File: src/rtl/stopwatch_core_pkg.sv
// Shared constants and state encoding for the mm:ss stopwatch core.
package stopwatch_core_pkg;

    localparam int BCD_W = 4;

    localparam logic SEL_MIN = 1'b0;
    localparam logic SEL_SEC = 1'b1;

    typedef enum logic {
        ST_RUN    = 1'b0,
        ST_PAUSED = 1'b1
    } state_t;

endpackage

File: src/rtl/stopwatch_core_bcd_mod_counter.sv
// Two-digit BCD counter that wraps from MAX back to 00; carry_out flags the wrap step.
module bcd_mod_counter
    import stopwatch_core_pkg::*;
#(
    parameter int MAX = 59
) (
    input  logic             clk,
    input  logic             srst,
    input  logic             inc,
    output logic             carry_out,
    output logic [BCD_W-1:0] tens,
    output logic [BCD_W-1:0] ones
);

    localparam logic [BCD_W-1:0] MAX_TENS = BCD_W'(MAX / 10);
    localparam logic [BCD_W-1:0] MAX_ONES = BCD_W'(MAX % 10);
    localparam logic [BCD_W-1:0] DIGIT_ONE  = BCD_W'(1);
    localparam logic [BCD_W-1:0] DIGIT_NINE = BCD_W'(9);

    logic [BCD_W-1:0] tens_q, tens_d;
    logic [BCD_W-1:0] ones_q, ones_d;
    logic             at_max;

    assign at_max    = (tens_q == MAX_TENS) && (ones_q == MAX_ONES);
    assign carry_out = inc & at_max;

    always_comb begin
        tens_d = tens_q;
        ones_d = ones_q;
        if (inc) begin
            if (at_max) begin
                tens_d = '0;
                ones_d = '0;
            end else if (ones_q == DIGIT_NINE) begin
                ones_d = '0;
                tens_d = tens_q + DIGIT_ONE;
            end else begin
                ones_d = ones_q + DIGIT_ONE;
            end
        end
    end

    always_ff @(posedge clk) begin
        if (srst) begin
            tens_q <= '0;
            ones_q <= '0;
        end else begin
            tens_q <= tens_d;
            ones_q <= ones_d;
        end
    end

    assign tens = tens_q;
    assign ones = ones_q;

endmodule

File: src/rtl/stopwatch_core.sv
// mm:ss BCD stopwatch: run/pause FSM, per-field adjust on the 2 Hz tick, 2 Hz blink flags.
module stopwatch_core
    import stopwatch_core_pkg::*;
#(
    parameter int MAX_MIN = 59
) (
    input  logic             clk_100mhz,
    input  logic             rst,
    input  logic             tick_1hz,
    input  logic             tick_2hz,
    input  logic             tick_4hz,
    input  logic             pause_pulse,
    input  logic             adj,
    input  logic             sel,
    output logic [BCD_W-1:0] min_tens,
    output logic [BCD_W-1:0] min_ones,
    output logic [BCD_W-1:0] sec_tens,
    output logic [BCD_W-1:0] sec_ones,
    output logic             blank_min,
    output logic             blank_sec,
    output logic             running
);

    state_t state_q, state_d;
    logic   phase_q, phase_d;
    logic   blank_min_q, blank_min_d;
    logic   blank_sec_q, blank_sec_d;

    logic count_en;
    logic adj_step;
    logic sec_inc, sec_carry;
    logic min_inc, min_carry_unused;

    // Counting uses the pre-toggle state, so a pause on a tick cycle still counts once.
    assign count_en = tick_1hz & ~adj & (state_q == ST_RUN);
    assign adj_step = tick_2hz & adj;

    assign sec_inc = count_en | (adj_step & (sel == SEL_SEC));
    assign min_inc = (count_en & sec_carry) | (adj_step & (sel == SEL_MIN));

    bcd_mod_counter #(
        .MAX (59)
    ) u_sec (
        .clk       (clk_100mhz),
        .srst      (rst),
        .inc       (sec_inc),
        .carry_out (sec_carry),
        .tens      (sec_tens),
        .ones      (sec_ones)
    );

    bcd_mod_counter #(
        .MAX (MAX_MIN)
    ) u_min (
        .clk       (clk_100mhz),
        .srst      (rst),
        .inc       (min_inc),
        .carry_out (min_carry_unused),
        .tens      (min_tens),
        .ones      (min_ones)
    );

    always_comb begin
        state_d     = state_q;
        phase_d     = 1'b0;
        blank_min_d = 1'b0;
        blank_sec_d = 1'b0;

        if (pause_pulse) begin
            state_d = (state_q == ST_RUN) ? ST_PAUSED : ST_RUN;
        end

        if (adj) begin
            phase_d = tick_4hz ? ~phase_q : phase_q;
        end

        blank_min_d = adj & (sel == SEL_MIN) & phase_d;
        blank_sec_d = adj & (sel == SEL_SEC) & phase_d;
    end

    always_ff @(posedge clk_100mhz) begin
        if (rst) begin
            state_q     <= ST_RUN;
            phase_q     <= 1'b0;
            blank_min_q <= 1'b0;
            blank_sec_q <= 1'b0;
        end else begin
            state_q     <= state_d;
            phase_q     <= phase_d;
            blank_min_q <= blank_min_d;
            blank_sec_q <= blank_sec_d;
        end
    end

    assign running   = (state_q == ST_RUN);
    assign blank_min = blank_min_q;
    assign blank_sec = blank_sec_q;

endmodule

File: config.mk
export PLATFORM = sky130hd
export DESIGN_NAME = stopwatch_core
export DESIGN_NICKNAME = d
export VERILOG_FILES = /design/src/rtl/stopwatch_core_pkg.sv /design/src/rtl/stopwatch_core_bcd_mod_counter.sv /design/src/rtl/stopwatch_core.sv
export SDC_FILE = /design/constraint.sdc
export NUM_CORES = 1
export LEC_CHECK = 0
export BUFFER_PORTS_ARGS = -buffer_cell sky130_fd_sc_hd__buf_2
export CAP_MARGIN = 10
export CORE_UTILIZATION = 40
export DETAILED_ROUTE_END_ITERATION = 10
export SYNTH_ARGS = -nofsm -noshare
export SYNTH_HDL_FRONTEND = slang
export SYNTH_SLANG_ARGS = --single-unit
File: constraint.sdc
create_clock -name clk_100mhz -period 3.9 [get_ports clk_100mhz]
set_input_delay 1.17 -clock clk_100mhz [delete_from_list [all_inputs] [get_ports clk_100mhz]]
set_output_delay 1.17 -clock clk_100mhz [all_outputs]
set_load 0.05 [all_outputs]
Word level (Yosys, flattened, before mapping)
Cells that the tools add are included.

operators by class
  divide/modulo/power cells = 0
  $add $sub $neg = 4
  order comparisons = 0
  $mul = 0
  mux-type cells = 11
  bitwise gates (word level) = 17
  shift-type cells = 0
  equal/unequal tests = 4
  reduce and logical (&&, ||, !) cells = 6

operator list
  kind                 number
  $mux 4               8
  $add 4x1->4 const B  4
  $and 1x1->1          11
  $eq 4x3->1 const B   2
  $eq 4x4->1 const B   2
  $not 1->1            4
  $reduce_and 2->1     2
  $reduce_bool 2->1    2
  $mux 1               3
  $logic_and 1x1->1    2
  $or 1x1->1           2

storage, ports and cells
  logic and storage cells = 50
  RAM bits = 0
  output and inout port bits = 19
  flip-flop bits (word level) = 20
  latch bits = 0
  ROM bits = 0
  memories kept = 0

Logic depth before layout (Yosys ltp)
  depth in word-level cells = 8
  gate-level depth with buffers = 8

Cells and area by module
From an unflattened synthesis, not the netlist that was laid out.

second synthesis, totals
  cell total of the unflattened synthesis = 104
  area, all modules = 992.2 um^2

modules (own cells, without submodules)
  module           area an instance (um^2)  times used  cells an instance
  bcd_mod_counter  411.6                    2           43
  stopwatch_core   168.9                    1           18

Least setup slack after synthesis
Ideal clock, no wire load.

  path kind = input port to flip-flop
  from = input adj
  to = register u_sec.tens_q[3] (netlist: u_sec.tens[3])
  data required time = 3.772 ns
  path slack = 1.680 ns
  stages = 4
  arrival = 2.092 ns
  library setup time = 0.128 ns
  cell sequence = or3b_1 > a211oi_1 > mux2i_1 > nor2_1

between the ends
  word-level cells in the longest chain between the ends = 5

ends and longest elaborated chain
  item                          line                                  source
  from (decl)                   stopwatch_core.sv:13                  input logic adj,
  $not 1->1                     stopwatch_core.sv:35                  assign count_en = tick_1hz & ~adj & (state_q == ST_RUN);
  $and 1x1->1 (2 in series)     stopwatch_core.sv:35
  $or 1x1->1 *                  stopwatch_core.sv:38                  assign sec_inc = count_en | (adj_step & (sel == SEL_SEC));
  $reduce_and 2->1 (no line) *  n/a
  to (signal assigned)          stopwatch_core_bcd_mod_counter.sv:48  tens_q <= tens_d;
  to (decl)                     stopwatch_core_bcd_mod_counter.sv:20  logic [BCD_W-1:0] tens_q, tens_d;

Every way passes the cells marked *; elsewhere a longest branch is shown, timed or not.
A chain may end at the register's enable or synchronous reset.

Worst setup path in the final report
  from = register u_min.ones_q[0] (netlist: u_min.ones[0])
  to = output min_ones[0]

RTL lines
  item                    line                                  source
  from (decl)             stopwatch_core_bcd_mod_counter.sv:21  logic [BCD_W-1:0] ones_q, ones_d;
  from (signal assigned)  stopwatch_core_bcd_mod_counter.sv:49  ones_q <= ones_d;
  to (decl)               stopwatch_core.sv:16                  output logic [BCD_W-1:0] min_ones,

No word-level cell between the ends.

==> key figures <==
Status
  • Status: finished, final reports clean

STA
  • Final hold vios: 0
  • Endpoints failing setup: 0
  • Max Slew Vio Count: 0
  • Setup WS post-layout: 1.685 ns
  • Worst slew margin: 0.7833
  • Setup TNS: 0 ns
  • Clock Skews: 0.001049 ns
  • Minimum clock period: 2.215 ns
  • RSZ-0062 raised after global routing: false
  • Fmax: 451.4 MHz
  • Actual slew at the worst max-slew pin: 0.3251 ns
  • Final period utilization: 0.5680

Synthesis
  • Ys async rst share: 0
  • Mapped Area: 1046 sq um
  • Distinct cells, synth: 31
  • Post-synth EDFFs: 0
  • Mapped Cells: 112
  • Ys flop type: dfxtp_1
  • #FFs+latches synth: 20
  • Synthesis Warnings: 0
  • Seq/Total Area, Yosys: 0.3828
  • Syn_nets: 128
  • Avg Synthesized Cell Area: 9.339 sq um

Drt
  • DRT Pass-1 Iters: 4
  • Drt wl/cell: 11.40 um
  • Vias/cell: 5.260
  • Vias: 889
  • Drt initial violations: 13
  • DRC viols: 0
  • Final wirelength: 1926 um
  • Antenna Nets Post-Route: 0

Floorplanning
  • Initial Util: 0.4222
  • Die Height: 53.14 um
  • Site Rows: 18
  • Die Area: 2823 sq um
  • Io pins: 27
  • Core area: 2477 sq um
  • Die X: 53.14 um

CTS
  • Max Buffers Root-to-Sink: 2
  • Resize count post-CTS: 0
  • CTS root buf: clkbuf_4
  • CTS Buf Count: 3
  • CTS tree: done
  • H-Tree Depth: 1
  • CTS Hold Bufs: 0
  • Skew-Pair Late Insertion Delay: 0.30 ns
  • # Post-CTS Setup Buffers: 0
  • Clock-pin slew on the worst setup and hold paths: 0.12 ns
  • Sinks on Clock Net: 20

Cells and area
  • Fraction of layout instances using a drive strength above 1: 0.2662
  • ANT cells: 0
  • Layout area overhead: 18.54%
  • Most frequent cells in the layout: buf_2 (26), dfxtp_1 (20), nor2_1 (12)
  • Most common cell after layout, fill and taps aside: buf_2
  • Final #Nets: 156

Setup path
  • CP Data Arrival Time: 1.05 ns
  • R2r worst-path depth: 5
  • Buf/Inv on CP: 1
  • Worst EP required: 2.73 ns
  • Origin of the critical flop-to-flop path: u_sec.tens[0]
  • CP startpoint kind: register
  • R2r endpoint: u_min.tens[1]
  • R2R setup slack: 2.04 ns
  • CP Cell Sequence: buf_2
  • Worst setup EP type: output port
  • Critical Path Slowest Stage Cell: dfxtp_1
  • WS Path Type: reg -> out
  • Crit path largest cell delay: 0.45 ns
  • Crit-path max FO: 6
  • Top delay family on crit path: flip-flops

Min path
  • WHS Endpoint: u_min.tens[3]
  • Hold_sp: u_min.tens[3]
  • Hold path depth: 2
  • Hold Path Class: reg -> reg

GRT
  • Pin count of the biggest net entering global routing: 16
  • Gr usage total: 0.1481
  • Grt ovf: 0
  • First-pass GRT wire length: 2967 um
  • Vias in the first global route: 688
  • Initial antenna violation count: 0

Pwr
  • Worst IR drop on VDD: 0.1650 mV
  • Pleak: 0.5240 nW
  • P per Cell Area: 353.8 nW/um^2

Placed design
  • Pre-CTS setup slack: 1.444 ns
  • Port bufs: 26
  • Routability congestion estimate: 0.7946
  • DP HPWL: 1388 um

Flow run
  • Max-cap violations: 0
-- layout make-up --
class | count | area, sq um
Fill cell | 249 | 1237
Multi-Input combinational cell | 83 | 596.8
Sequential cell | 20 | 400.4
Timing Repair Buffer | 26 | 130.1
Tap cell | 30 | 37.54
Clock inverter | 1 | 30.03
Clock buffer | 3 | 22.52
Inverter | 6 | 22.52
-- through the flow --
stage	util	hold WS, ns	cell area [sq um]	power [mW]	std cells
floorplan	-	0.5089	1046	0.2584	112
global placement	0.4793	0.4907	1187	0.2712	165
detailed placement	0.4793	0.4912	1187	0.2723	165
CTS	0.5005	0.5090	1240	0.4460	169
global route	0.5005	0.5502	1240	0.4566	169
finish	0.5005	0.5058	1240	0.4387	169
-- cells by family (layout without fill, tap and decap cells) --
kind of cell | count (synthesis) | count (layout) | share of synthesized area
muxes | 3 | 3 | 0.02871
and+or+nand+nor | 44 | 44 | 0.2548
adders and majority gates | 8 | 8 | 0.09570
AOI/OAI and AO/OA | 23 | 23 | 0.1495
DFF | 20 | 20 | 0.3828
buffers and inverters | 9 | 36 | 0.04664
xor gates and xnor gates | 5 | 5 | 0.04186
-- Yosys cell counts (2+ instances only) --
library cell,number,area [sq um]
nand3b_1,3,22.52
nor2_1,12,45.04
nand3_1,4,20.02
or2_2,2,12.51
dfxtp_1,20,400.4
nor3b_1,2,15.01
mux2i_1,3,30.03
nand2_1,4,15.01
a21oi_1,9,45.04
xnor2_1,5,43.79
or4_1,4,30.03
o21ai_0,5,25.02
inv_1,6,22.52
buf_6,2,22.52
or3_1,3,18.77
and3b_1,4,35.03
ha_1,8,100.1
and2_1,2,12.51
a211oi_1,2,15.01
-- worst reg2reg max path, delay by kind of cell, from the launching register on --
family / cells / cell delay (ns)
DFF: 1 / 0.44
adders and majority gates: 1 / 0.17
AOI/OAI and AO/OA: 2 / 0.33
and+or+nand+nor: 2 / 0.85
-- routing by layer --
metal / GRT usage / part of all wire / vias to the layer above
li1: - / - / 452
met1: 0.1823 / 0.47 / 423
met2: 0.2426 / 0.49 / 12
met3: 0.02586 / 0.033 / 2
met4: 0.07895 / 0.010 / 0
met5: 0 / 0 / -
-- registers in the layout, summed over array words and instances, names as in the netlist --
| register | flops |
|---|---|
| u_min.ones | 4 |
| u_min.tens | 4 |
| u_sec.ones | 4 |
| u_sec.tens | 4 |
| blank_min | 1 |
| blank_sec | 1 |
| phase_q | 1 |
| state_q | 1 |
-- worst max-delay path by stage --
| stage | from | to | slack, ns | cells after the start |
|---|---|---|---|---|
| after global placement | adj | u_sec.tens[3] | 1.47 | 5 |
| after detailed placement | adj | u_min.tens[1] | 1.44 | 5 |
| final | u_min.ones[0] | min_ones[0] | 1.68 | 1 |
| after global routing | u_min.ones[0] | min_ones[0] | 1.63 | 1 |
| after floorplan | adj | u_sec.tens[3] | 1.68 | 4 |
| after CTS | u_min.ones[0] | min_ones[0] | 1.66 | 1 |
-- report_power, final --
group,switching [mW],internal (mW),total (mW)
clock,0.0674,0.104,0.171
sequential,0.00668,0.210,0.216
combinational,0.0342,0.0169,0.0511
total,0.108,0.330,0.439
Power figures use the tool's default switching activity.
